### config.mk
export PLATFORM = sky130hd
export DESIGN_NAME = wb_stage_pipe_flat
export DESIGN_NICKNAME = d
export VERILOG_FILES = /design/src/rtl/wb_stage_pipe_if.sv /design/src/rtl/wb_stage_pipe.sv /design/src/flat_wrapper.sv
export SDC_FILE = /design/constraint.sdc
export NUM_CORES = 1
export LEC_CHECK = 0
export CAP_MARGIN = 15
export CELL_PAD_IN_SITES_DETAIL_PLACEMENT = 1
export CELL_PAD_IN_SITES_GLOBAL_PLACEMENT = 2
export CORE_UTILIZATION = 32
export CTS_CLUSTER_SIZE = 10
export DETAILED_ROUTE_END_ITERATION = 8
export DONT_BUFFER_PORTS = 1
export PLACE_DENSITY = 0.87
export SLEW_MARGIN = 10
export SYNTH_ARGS = -nofsm -noshare
export SYNTH_HDL_FRONTEND = slang
export SYNTH_SLANG_ARGS = --single-unit
### constraint.sdc
create_clock -name clk -period 1.25 [get_ports clk]
set_clock_uncertainty 0.05 [all_clocks]
set_input_delay 0.125 -clock clk [delete_from_list [all_inputs] [get_ports clk]]
set_output_delay 0.125 -clock clk [all_outputs]
set_load 0.01 [all_outputs]
### src/rtl/wb_stage_pipe_if.sv
// rtl/wb_stage_pipe_if.sv - MEM-to-WB stage bus: result sources in, registered write-back out.
interface wb_stage_pipe_if #(
   parameter int DATA_W = 32,
   parameter int REG_AW = 5,
   parameter int CNT_W  = 16
);
   logic              in_valid;
   logic              stall;
   logic              flush;
   logic [1:0]        wb_sel;
   logic [2:0]        load_type;
   logic [1:0]        byte_off;
   logic [DATA_W-1:0] readData;
   logic [DATA_W-1:0] ALUResult;
   logic [DATA_W-1:0] pc_plus4;
   logic [DATA_W-1:0] imm_upper;
   logic [REG_AW-1:0] rd;
   logic              reg_write;

   logic [DATA_W-1:0] writeData;
   logic [REG_AW-1:0] writeReg;
   logic              regWrite_out;
   logic              wb_valid;
   logic              align_err;
   logic [CNT_W-1:0]  retire_count;

   modport master (
      output in_valid, stall, flush, wb_sel, load_type, byte_off,
             readData, ALUResult, pc_plus4, imm_upper, rd, reg_write,
      input  writeData, writeReg, regWrite_out, wb_valid, align_err, retire_count
   );

   modport slave (
      input  in_valid, stall, flush, wb_sel, load_type, byte_off,
             readData, ALUResult, pc_plus4, imm_upper, rd, reg_write,
      output writeData, writeReg, regWrite_out, wb_valid, align_err, retire_count
   );
endinterface

### src/rtl/wb_stage_pipe.sv
// rtl/wb_stage_pipe.sv - Write-back pipeline register with load extraction and retire counter.
module wb_stage_pipe #(
   parameter int DATA_W = 32,
   parameter int REG_AW = 5,
   parameter int CNT_W  = 16
) (
   input logic             clk,
   input logic             rst_n,
   wb_stage_pipe_if.slave  bus
);

   logic [31:0]       lo32;
   logic [15:0]       half;
   logic [7:0]        byte_v;
   logic [DATA_W-1:0] load_val;
   logic [DATA_W-1:0] result;
   logic              align_bad;
   logic              align_cond;

   logic [DATA_W-1:0] data_q;
   logic [REG_AW-1:0] reg_q;
   logic              we_q;
   logic              valid_q;
   logic              err_q;
   logic [CNT_W-1:0]  cnt_q;

   // Loads only ever look at the low word, even on a 64-bit datapath.
   always_comb begin
      lo32      = bus.readData[31:0];
      half      = bus.byte_off[1] ? lo32[31:16] : lo32[15:0];
      byte_v    = lo32[{bus.byte_off, 3'b000} +: 8];
      load_val  = '0;
      align_bad = 1'b0;
      case (bus.load_type)
         3'd0: begin
            load_val  = DATA_W'(lo32);
            align_bad = (bus.byte_off != 2'd0);
         end
         3'd1: begin
            load_val  = DATA_W'($signed(half));
            align_bad = bus.byte_off[0];
         end
         3'd2: begin
            load_val  = DATA_W'(half);
            align_bad = bus.byte_off[0];
         end
         3'd3: load_val = DATA_W'($signed(byte_v));
         3'd4: load_val = DATA_W'(byte_v);
         default: align_bad = 1'b1;
      endcase
   end

   always_comb begin
      align_cond = (bus.wb_sel == 2'd1) && align_bad;
      result     = '0;
      case (bus.wb_sel)
         2'd0: result = bus.ALUResult;
         2'd1: result = align_cond ? '0 : load_val;
         2'd2: result = bus.pc_plus4;
         default: result = bus.imm_upper;
      endcase
   end

   // Flush kills only the control bits; data fields keep their last value.
   always_ff @(posedge clk or negedge rst_n) begin
      if (!rst_n) begin
         data_q  <= '0;
         reg_q   <= '0;
         we_q    <= 1'b0;
         valid_q <= 1'b0;
         err_q   <= 1'b0;
         cnt_q   <= '0;
      end else if (bus.flush) begin
         valid_q <= 1'b0;
         we_q    <= 1'b0;
         err_q   <= 1'b0;
      end else if (!bus.stall) begin
         valid_q <= bus.in_valid;
         data_q  <= result;
         reg_q   <= bus.rd;
         we_q    <= bus.reg_write & bus.in_valid & ~align_cond & (bus.rd != '0);
         err_q   <= bus.in_valid & align_cond;
         if (bus.in_valid)
            cnt_q <= cnt_q + CNT_W'(1);
      end
   end

   assign bus.writeData    = data_q;
   assign bus.writeReg     = reg_q;
   assign bus.regWrite_out = we_q;
   assign bus.wb_valid     = valid_q;
   assign bus.align_err    = err_q;
   assign bus.retire_count = cnt_q;

endmodule

### src/flat_wrapper.sv
// flat-port wrapper written by rule: the top's interface ports become plain ports
module wb_stage_pipe_flat 
#(
   parameter int DATA_W = 32,
   parameter int REG_AW = 5,
   parameter int CNT_W  = 16
)
  (clk, rst_n, bus_in_valid, bus_stall, bus_flush, bus_wb_sel, bus_load_type, bus_byte_off, bus_readData, bus_ALUResult, bus_pc_plus4, bus_imm_upper, bus_rd, bus_reg_write, bus_writeData, bus_writeReg, bus_regWrite_out, bus_wb_valid, bus_align_err, bus_retire_count);
  wb_stage_pipe_if #(.DATA_W(DATA_W), .REG_AW(REG_AW), .CNT_W(CNT_W)) bus_i ();
  input logic clk;
  input logic rst_n;
  input wire logic [$bits(bus_i.in_valid)-1:0] bus_in_valid;
  input wire logic [$bits(bus_i.stall)-1:0] bus_stall;
  input wire logic [$bits(bus_i.flush)-1:0] bus_flush;
  input wire logic [$bits(bus_i.wb_sel)-1:0] bus_wb_sel;
  input wire logic [$bits(bus_i.load_type)-1:0] bus_load_type;
  input wire logic [$bits(bus_i.byte_off)-1:0] bus_byte_off;
  input wire logic [$bits(bus_i.readData)-1:0] bus_readData;
  input wire logic [$bits(bus_i.ALUResult)-1:0] bus_ALUResult;
  input wire logic [$bits(bus_i.pc_plus4)-1:0] bus_pc_plus4;
  input wire logic [$bits(bus_i.imm_upper)-1:0] bus_imm_upper;
  input wire logic [$bits(bus_i.rd)-1:0] bus_rd;
  input wire logic [$bits(bus_i.reg_write)-1:0] bus_reg_write;
  output wire logic [$bits(bus_i.writeData)-1:0] bus_writeData;
  output wire logic [$bits(bus_i.writeReg)-1:0] bus_writeReg;
  output wire logic [$bits(bus_i.regWrite_out)-1:0] bus_regWrite_out;
  output wire logic [$bits(bus_i.wb_valid)-1:0] bus_wb_valid;
  output wire logic [$bits(bus_i.align_err)-1:0] bus_align_err;
  output wire logic [$bits(bus_i.retire_count)-1:0] bus_retire_count;
  assign bus_i.in_valid = bus_in_valid;
  assign bus_i.stall = bus_stall;
  assign bus_i.flush = bus_flush;
  assign bus_i.wb_sel = bus_wb_sel;
  assign bus_i.load_type = bus_load_type;
  assign bus_i.byte_off = bus_byte_off;
  assign bus_i.readData = bus_readData;
  assign bus_i.ALUResult = bus_ALUResult;
  assign bus_i.pc_plus4 = bus_pc_plus4;
  assign bus_i.imm_upper = bus_imm_upper;
  assign bus_i.rd = bus_rd;
  assign bus_i.reg_write = bus_reg_write;
  assign bus_writeData = bus_i.writeData;
  assign bus_writeReg = bus_i.writeReg;
  assign bus_regWrite_out = bus_i.regWrite_out;
  assign bus_wb_valid = bus_i.wb_valid;
  assign bus_align_err = bus_i.align_err;
  assign bus_retire_count = bus_i.retire_count;
  wb_stage_pipe #(.DATA_W(DATA_W), .REG_AW(REG_AW), .CNT_W(CNT_W)) u_core (.clk(clk), .rst_n(rst_n), .bus(bus_i));
endmodule
==> metrics.txt, run 1 <==
# TYPE chip_impl_metric gauge
chip_impl_info{name="outcome",value="complete, but fails checks"} 1
chip_impl_info{name="failed_checks",value="hold timing, setup timing"} 1
chip_impl_metric{name="vdd.ir_drop.worst",unit="mV"} 0.708
chip_impl_metric{name="post_synth_instance_area",unit="um^2"} 3770
chip_impl_metric{name="io_pins",unit=""} 202
chip_impl_metric{name="reg2reg_depth",unit=""} 5
chip_impl_metric{name="internal_power",unit="mW"} 3.59
chip_impl_metric{name="drt-wirelength-per-cell",unit="um"} 25.1
chip_impl_metric{name="timing.hold.ws",unit="ps"} -545
chip_impl_metric{name="buffer_ports.inserted",unit=""} 0
chip_impl_info{name="tritoncts",value="done"} 1
chip_impl_info{name="critPathSlowestCell",value="sky130_fd_sc_hd__dfrtp_1"} 1
chip_impl_metric{name="synth.yosys.seq_area_share",unit="%"} 37.2
chip_impl_metric{name="power_switching_share",unit="%"} 32.8
chip_impl_metric{name="synth_xor_xnor_area_share",unit="%"} 3.72
chip_impl_metric{name="htreeDepth",unit=""} 2
chip_impl_metric{name="dp.cells",unit=""} 563
chip_impl_info{name="critPathTopFamily",value="flip-flops"} 1
chip_impl_metric{name="combPwrFrac",unit="%"} 26.6
chip_impl_metric{name="synth-adder-area-share",unit="%"} 0.332
chip_impl_metric{name="drt_first_pass_iters",unit=""} 5
chip_impl_metric{name="report.power.total",unit="mW"} 5.35
chip_impl_metric{name="clkTransAtPathRegs",unit="ps"} 90
chip_impl_info{name="crit_start",value="u_core.bus.retire_count[0]"} 1
chip_impl_metric{name="worst-endpoint-required",unit="ps"} 1440
chip_impl_metric{name="finish.cell_count_without_fillers",unit=""} 609
chip_impl_info{name="clockRootBuffer",value="sky130_fd_sc_hd__clkbuf_16"} 1
chip_impl_metric{name="synth_enable_flop_cells",unit=""} 0
chip_impl_metric{name="die_width",unit="um"} 111
chip_impl_metric{name="detailedRoute.firstIterationViolations",unit=""} 261
chip_impl_metric{name="p_switching",unit="mW"} 1.76
chip_impl_metric{name="globalRouteTotalUtil",unit="%"} 24.4
chip_impl_metric{name="cp.depth",unit=""} 5
chip_impl_metric{name="number_of_buffers_and_inverters_on_the_critical_path",unit=""} 1
chip_impl_metric{name="period_needed",unit="ps"} 1390
chip_impl_info{name="timing.rr.start",value="u_core.bus.retire_count[0]"} 1
chip_impl_metric{name="relSlewSlack",unit="%"} 61.5
chip_impl_metric{name="avgViaCountPerCell",unit=""} 6.10
chip_impl_metric{name="syn_nets",unit=""} 558
chip_impl_metric{name="layout-drive-gt1-share",unit="%"} 25.1
chip_impl_metric{name="timing.final.setup_violations",unit=""} 10
chip_impl_metric{name="place_hpwl",unit="um"} 10800
chip_impl_metric{name="highest_net_fanout_along_the_worst_path",unit=""} 3
chip_impl_metric{name="clockBufferDepth",unit=""} 2
chip_impl_metric{name="tritoncts_num_sinks",unit=""} 56
chip_impl_metric{name="syn-mean-instance-area",unit="um^2"} 9.18
chip_impl_info{name="timing.critical_path.cells",value="ha_4, nand2_4, nor3_4, buf_4, xor2_1"} 1
chip_impl_metric{name="core_area",unit="um^2"} 11500
chip_impl_metric{name="floorplan.die_area",unit="um^2"} 12200
chip_impl_metric{name="final_util",unit="%"} 43.5
chip_impl_metric{name="postRouteWirelength",unit="um"} 15300
chip_impl_metric{name="timing.final.crit_share",unit="%"} 111
chip_impl_info{name="worst_setup_path_start_kind",value="flop"} 1
chip_impl_metric{name="cap_viol_max_count",unit=""} 0
chip_impl_metric{name="timing.critical_path.arrival",unit="ps"} 1580
chip_impl_metric{name="yosysWarningCount",unit=""} 0
chip_impl_metric{name="critPathMaxStageDelay",unit="ps"} 440
chip_impl_metric{name="cts_stage_hold_buffer_count",unit=""} 32
chip_impl_metric{name="postSynth.asyncResetShare",unit="%"} 100
chip_impl_info{name="synth_top_family_by_area",value="compound AO/OA/AOI/OAI gates"} 1
chip_impl_metric{name="hold_viol",unit=""} 56
chip_impl_info{name="synth_ff_type",value="sky130_fd_sc_hd__dfrtp_1"} 1
chip_impl_metric{name="grt_pass1_vias",unit=""} 3984
chip_impl_metric{name="synth-seq-cells",unit=""} 56
chip_impl_metric{name="grt_max_degree",unit=""} 57
chip_impl_info{name="endpoint_kind",value="flop"} 1
chip_impl_metric{name="synthDistinctLibCells",unit=""} 45
chip_impl_metric{name="place_ws",unit="ps"} -566
chip_impl_metric{name="max_freq",unit="MHz"} 718
chip_impl_metric{name="power_per_cell_area",unit="nW/um^2"} 1070
chip_impl_metric{name="growth_of_design_area_from_synthesis_to_finish",unit="%"} 32.2
chip_impl_metric{name="yosys.area_share.simple",unit="%"} 21.1
chip_impl_metric{name="overflow",unit=""} 0
chip_impl_metric{name="post_dp_cell_area",unit="um^2"} 4320
chip_impl_metric{name="summed_negative_setup_slack_over_all_endpoints",unit="ps"} -747
chip_impl_metric{name="num-nets-final",unit=""} 612
chip_impl_metric{name="layout_setup_ws",unit="ps"} -142
chip_impl_metric{name="gp_routability_congestion",unit=""} 0.850
chip_impl_metric{name="rows",unit=""} 39
chip_impl_metric{name="tritoncts.num_buffers",unit=""} 5
chip_impl_metric{name="synth.mux.area_fraction",unit="%"} 7.00
chip_impl_metric{name="remaining_drc_errors",unit=""} 0
chip_impl_metric{name="tightest_slew",unit="ps"} 578
chip_impl_info{name="hp-class",value="input port to asynchronous set/reset pin"} 1
chip_impl_metric{name="detail-route-antenna-nets",unit=""} 0
chip_impl_metric{name="final_max_slew_viol_count",unit=""} 0
chip_impl_info{name="crit_type",value="flop to flop"} 1
chip_impl_metric{name="wire_length_of_the_first_global_routing_pass",unit="um"} 23200
chip_impl_metric{name="synth-compound-area-share",unit="%"} 26.2
chip_impl_info{name="grt_setup_unrepaired",value="true"} 1
chip_impl_metric{name="cell_count_after_synthesis",unit=""} 411
chip_impl_metric{name="die_height",unit="um"} 111
chip_impl_metric{name="leakage_power_total",unit="nW"} 1.97
chip_impl_metric{name="share_of_power_burned_in_the_clock_network",unit="%"} 28.5
chip_impl_metric{name="via_count",unit=""} 3717
chip_impl_metric{name="start_util",unit="%"} 32.9
chip_impl_metric{name="clock_latency",unit="ps"} 310
chip_impl_metric{name="num_antenna_cells",unit=""} 0
chip_impl_metric{name="seq_power_share",unit="%"} 44.9
chip_impl_metric{name="number_of_antenna_violations_at_the_first_check_in_global_routing",unit=""} 0
chip_impl_metric{name="layout.cell_area.non_filler",unit="um^2"} 4980
synthesized netlist by cell type, types with 4 or more instances:
cell                        count  area share, %
sky130_fd_sc_hd__xor2_1         4           0.93
sky130_fd_sc_hd__clkbuf_1      24            2.4
sky130_fd_sc_hd__nand2b_1       4           0.66
sky130_fd_sc_hd__and2_1        17            2.8
sky130_fd_sc_hd__xnor2_1       12            2.8
sky130_fd_sc_hd__a31oi_1       24            4.0
sky130_fd_sc_hd__nor4b_1       17            3.9
sky130_fd_sc_hd__a2bb2oi_1      7            1.6
sky130_fd_sc_hd__a222oi_1       6            1.6
sky130_fd_sc_hd__nor2_1         5           0.50
sky130_fd_sc_hd__o21ai_0       12            1.6
sky130_fd_sc_hd__dfrtp_1       56             37
sky130_fd_sc_hd__nand2_1       32            3.2
sky130_fd_sc_hd__o22ai_1       56            9.3
sky130_fd_sc_hd__nor2b_1       34            5.6
sky130_fd_sc_hd__mux2_2        15            4.5
sky130_fd_sc_hd__o31ai_1       25            5.0
sky130_fd_sc_hd__mux2i_1        5            1.3
sky130_fd_sc_hd__buf_2         11            1.5
sky130_fd_sc_hd__nand3_1        6           0.80
state kept, by name, indices dropped and copies added, names as in the netlist:
| name | count |
|---|---|
| u_core.bus.wb_valid | 1 |
| u_core.bus.retire_count | 16 |
| u_core.bus.writeReg | 5 |
| u_core.bus.align_err | 1 |
| u_core.bus.regWrite_out | 1 |
| u_core.bus.writeData | 32 |
placed cells by master (no fill, tap or decap), types with 3 or more instances in the layout:
cell type                       netlist  routed
sky130_fd_sc_hd__buf_12               0       7
sky130_fd_sc_hd__dfrtp_1             56      54
sky130_fd_sc_hd__clkbuf_16            0       5
sky130_fd_sc_hd__nand2b_1             4       3
sky130_fd_sc_hd__o21ai_0             12       7
sky130_fd_sc_hd__o31ai_2              0       4
sky130_fd_sc_hd__o21a_1               3       3
sky130_fd_sc_hd__o31ai_1             25      19
sky130_fd_sc_hd__nor2b_1             34      34
sky130_fd_sc_hd__o22ai_1             56      56
sky130_fd_sc_hd__dlygate4sd3_1        0      32
sky130_fd_sc_hd__nand2_1             32      29
sky130_fd_sc_hd__nor4b_1             17      15
sky130_fd_sc_hd__nor2_4               0       3
sky130_fd_sc_hd__a2bb2oi_1            7       7
sky130_fd_sc_hd__xnor2_1             12      11
sky130_fd_sc_hd__nand3_1              6       4
sky130_fd_sc_hd__buf_4                2      45
sky130_fd_sc_hd__a31oi_1             24      24
sky130_fd_sc_hd__xor2_1               4       4
sky130_fd_sc_hd__mux2i_1              5       4
sky130_fd_sc_hd__o21ai_1              3       7
sky130_fd_sc_hd__mux2_2              15      15
sky130_fd_sc_hd__and2_1              17      17
sky130_fd_sc_hd__a222oi_1             6       6
worst paths after layout:
check	to	slack, ps
worst max register to register	u_core.bus.retire_count[6]	-140
worst max-delay path	u_core.bus.retire_count[6]	-140
worst min-delay path	u_core.bus.align_err	-550
max in group asynchronous	u_core.bus.retire_count[1]	1590
worst min register to register	u_core.bus.retire_count[15]	490
min in group clk	u_core.bus.writeData[9]	10
kinds of logic (layout without fill, tap and decap cells):
family	count (synthesis)	after routing
xor gates and xnor gates	16	16
and+or+nand+nor	133	133
DFF	56	56
AOI/OAI and AO/OA	144	144
adders and majority gates	1	1
buffers and inverters	39	94
muxes	22	22
worst register-to-register path, delay by kind of cell (launching register included):
| family | cells | cell delay (ps) |
|---|---|---|
| simple gates | 2 | 350 |
| flops | 1 | 440 |
| buf+inv | 1 | 160 |
| xor+xnor | 1 | 130 |
| fa+ha+maj | 1 | 190 |
power groups by stage:
| stage | registers [mW] | clock network, mW | logic [mW] |
|---|---|---|---|
| floorplan | 2.42 | 0 | 0.790 |
| global placement | 2.40 | 0 | 1.18 |
| detailed placement | 2.41 | 0 | 1.23 |
| CTS | 2.37 | 1.54 | 1.33 |
| global route | 2.43 | 1.62 | 1.54 |
| finish | 2.40 | 1.52 | 1.42 |
final cells by class:
type	count	area, um^2
multi-input combinational	316	2430
tap	143	179
sequential	56	1400
clock buffer	5	125
timing repair buffer	86	821
fill	1291	6480
clock inverter	3	27.5
layer usage:
layer  GRT usage [%]  wire, um  up-vias  share of wire [%]
met5               0         0        -                  0
met1            30.7      6490     1852                 42
li1                -         -     1692                  -
met4            8.18       402        0                2.6
met2            41.4      7510      147                 49
met3            5.10       877       26                5.7
timing repair:
| item | CTS | global route |
|---|---|---|
| resized for setup | 8 | 19 |
| setup buffers | 1 | 5 |
| endpoints found under the setup margin | 27 | 32 |
| endpoints found under the hold margin | 88 | 56 |
| pin swaps | 4 | 4 |
No activity file was read; power rests on OpenSTA's default activity.
==> run 2: changes to the inputs <==
--- a/config.mk
+++ b/config.mk
@@ -13,5 +13,5 @@
 export DETAILED_ROUTE_END_ITERATION = 8
 export DONT_BUFFER_PORTS = 1
-export PLACE_DENSITY = 0.87
+export PLACE_DENSITY = 0.76
 export SLEW_MARGIN = 10
 export SYNTH_ARGS = -nofsm -noshare
--- a/constraint.sdc
+++ b/constraint.sdc
@@ -3,3 +3,3 @@
 set_input_delay 0.125 -clock clk [delete_from_list [all_inputs] [get_ports clk]]
 set_output_delay 0.125 -clock clk [all_outputs]
-set_load 0.01 [all_outputs]
+set_load 0.02 [all_outputs]
==> run 2 against run 1 <==
Against the previous run: the flow still finishes with violations (hold timing, setup timing); final cell count down 0.16%; first-iteration DRC count down 8.4%; clock-buffer cell count is the same; routed wire length fell by 3.8%; non-clock buffer count decreased by 1; critical path depth unchanged; sequential cell count did not move; hold slack about the same; global-route usage is 0.61 points lower; fmax is 1.8% higher; sequential power increased by 7%; largest cell class unchanged; largest power group unchanged.
==> metrics.txt, run 2 (synthesis results as in run 1) <==
# TYPE chip_impl_metric gauge
chip_impl_metric{name="drt-wirelength-per-cell",unit="um"} 24.2
chip_impl_metric{name="cts_stage_hold_buffer_count",unit=""} 33
chip_impl_metric{name="rows",unit=""} 39
chip_impl_info{name="clockRootBuffer",value="sky130_fd_sc_hd__clkbuf_16"} 1
chip_impl_metric{name="start_util",unit="%"} 32.9
chip_impl_metric{name="globalRouteTotalUtil",unit="%"} 23.8
chip_impl_metric{name="clockBufferDepth",unit=""} 2
chip_impl_metric{name="ff2ff_setup_slack",unit="ps"} -120
chip_impl_metric{name="die_height",unit="um"} 111
chip_impl_metric{name="buffer_ports.inserted",unit=""} 0
chip_impl_metric{name="place_hpwl",unit="um"} 10800
chip_impl_info{name="critPathSlowestCell",value="sky130_fd_sc_hd__dfrtp_2"} 1
chip_impl_metric{name="reg2reg_depth",unit=""} 5
chip_impl_metric{name="max_freq",unit="MHz"} 732
chip_impl_info{name="failed_checks",value="hold timing, setup timing"} 1
chip_impl_metric{name="period_needed",unit="ps"} 1370
chip_impl_metric{name="io_pins",unit=""} 202
chip_impl_metric{name="growth_of_design_area_from_synthesis_to_finish",unit="%"} 30.3
chip_impl_metric{name="die_width",unit="um"} 111
chip_impl_metric{name="vdd.ir_drop.worst",unit="mV"} 0.581
chip_impl_metric{name="hold_viol",unit=""} 56
chip_impl_metric{name="htreeDepth",unit=""} 2
chip_impl_metric{name="leakage_power_total",unit="nW"} 1.97
chip_impl_metric{name="timing.hold.ws",unit="ps"} -545
chip_impl_info{name="reg2reg_to",value="u_core.bus.retire_count[10]"} 1
chip_impl_metric{name="num_antenna_cells",unit=""} 0
chip_impl_info{name="endpoint_kind",value="flop"} 1
chip_impl_metric{name="clkTransAtPathRegs",unit="ps"} 80
chip_impl_metric{name="finish.cell_count_without_fillers",unit=""} 608
chip_impl_metric{name="summed_negative_setup_slack_over_all_endpoints",unit="ps"} -469
chip_impl_metric{name="remaining_drc_errors",unit=""} 0
chip_impl_metric{name="post_dp_cell_area",unit="um^2"} 4400
chip_impl_metric{name="postRouteWirelength",unit="um"} 14700
chip_impl_metric{name="gp_routability_congestion",unit=""} 0.881
chip_impl_metric{name="core_area",unit="um^2"} 11500
chip_impl_metric{name="layout.cell_area.non_filler",unit="um^2"} 4910
chip_impl_metric{name="detail-route-antenna-nets",unit=""} 0
chip_impl_info{name="mostFrequentLayoutCell",value="sky130_fd_sc_hd__o22ai_1"} 1
chip_impl_metric{name="relSlewSlack",unit="%"} 67.3
chip_impl_metric{name="via_count",unit=""} 3699
chip_impl_info{name="worst_setup_path_start_kind",value="flop"} 1
chip_impl_metric{name="dp.cells",unit=""} 565
chip_impl_info{name="layout.cells.most_common_list",value="56 x sky130_fd_sc_hd__o22ai_1, 47 x sky130_fd_sc_hd__dfrtp_1, 45 x sky130_fd_sc_hd__buf_4"} 1
chip_impl_metric{name="drt_first_pass_iters",unit=""} 4
chip_impl_metric{name="tritoncts_num_sinks",unit=""} 56
chip_impl_metric{name="wire_length_of_the_first_global_routing_pass",unit="um"} 22600
chip_impl_info{name="grt_setup_unrepaired",value="true"} 1
chip_impl_metric{name="critPathMaxStageDelay",unit="ps"} 410
chip_impl_metric{name="overflow",unit=""} 0
chip_impl_metric{name="floorplan.die_area",unit="um^2"} 12200
chip_impl_metric{name="timing.final.setup_violations",unit=""} 6
chip_impl_metric{name="number_of_antenna_violations_at_the_first_check_in_global_routing",unit=""} 0
chip_impl_metric{name="timing.critical_path.arrival",unit="ps"} 1520
chip_impl_info{name="tritoncts",value="done"} 1
chip_impl_metric{name="num-nets-final",unit=""} 611
chip_impl_metric{name="detailedRoute.firstIterationViolations",unit=""} 239
chip_impl_info{name="outcome",value="complete, but fails checks"} 1
chip_impl_metric{name="highest_net_fanout_along_the_worst_path",unit=""} 3
chip_impl_metric{name="timing.final.crit_share",unit="%"} 109
chip_impl_metric{name="avgViaCountPerCell",unit=""} 6.08
chip_impl_metric{name="layout_setup_ws",unit="ps"} -117
chip_impl_info{name="timing.rr.start",value="u_core.bus.retire_count[0]"} 1
chip_impl_metric{name="clock_latency",unit="ps"} 310
chip_impl_metric{name="layout-drive-gt1-share",unit="%"} 24.3
chip_impl_metric{name="grt_max_degree",unit=""} 57
chip_impl_metric{name="power_per_cell_area",unit="nW/um^2"} 1130
chip_impl_metric{name="largest_register_ff_count",unit=""} 32
chip_impl_metric{name="tightest_slew",unit="ps"} 488
chip_impl_info{name="crit_type",value="flop to flop"} 1
chip_impl_metric{name="final_max_slew_viol_count",unit=""} 0
chip_impl_metric{name="grt_pass1_vias",unit=""} 3967
chip_impl_metric{name="tritoncts.num_buffers",unit=""} 5
chip_impl_info{name="timing.critical_path.cells",value="ha_4, nand2_4, nor4_4, nand3_1, xnor2_1"} 1
chip_impl_metric{name="cap_viol_max_count",unit=""} 0
chip_impl_info{name="hp-class",value="input port to asynchronous set/reset pin"} 1
chip_impl_metric{name="worst-endpoint-required",unit="ps"} 1400
chip_impl_metric{name="final_util",unit="%"} 42.8
-- run 2: cell types whose count changed in the layout (fill, tap and decap cells not counted), sizes merged --
cell,before,now
buf,54,52
dlygate4sd3,32,33
-- run 2: worst max-delay path by stage --
stage,from,to,slack [ps],depth (start not counted)
final,u_core.bus.retire_count[0],u_core.bus.retire_count[10],-120,5
after global routing,u_core.bus.retire_count[1],u_core.bus.retire_count[10],-190,5
after CTS,u_core.bus.retire_count[2],u_core.bus.retire_count[13],-130,4
after detailed placement,bus_byte_off[0],u_core.bus.writeData[12],-270,4
after global placement,bus_byte_off[0],u_core.bus.writeData[11],-230,4
after floorplan,bus_byte_off[0],u_core.bus.writeData[11],-250,6
-- run 2: where the power goes --
part	internal (mW)	switching (mW)
registers	2.08	0.475
clock network	0.765	0.768
logic	0.771	0.701
total	3.62	1.94
-- run 2: layout make-up --
| cell class | count | area [um^2] |
|---|---|---|
| well taps | 143 | 179 |
| clock buffers | 5 | 125 |
| flip-flops and latches | 56 | 1410 |
| fillers | 1291 | 6550 |
| multi-input cells | 316 | 2360 |
| clock inverters | 3 | 27.5 |
| repair buffers | 85 | 808 |
-- run 2: stage by stage --
step                worst slack [ps]  power, mW
detailed placement              -274       3.93
CTS                             -130       5.55
floorplan                       -246       3.48
global route                    -189       5.79
global placement                -233       3.88
finish                          -117       5.56
-- run 2: routing by layer --
layer	routed length [um]	GRT usage, %	vias to the layer above
li1	-	-	1694
met1	6060	29.1	1843
met2	7440	41.5	145
met3	998	5.93	17
met4	209	6.04	0
met5	0	0	-
-- run 2: critical path, delay by kind of cell, from the launching register on --
kind                     cells  cell delay, ps
AND/OR/NAND/NOR              3             490
flip-flops                   1             410
adder cells (fa/ha/maj)      1             160
XOR/XNOR                     1             140
-- run 2: repair_timing --
action	4_1_cts	5_1_grt
setup endpoints to repair	9	12
hold endpoints to repair	90	56
pin swaps	4	11
resized for setup	1	3
buffers inserted	0	2
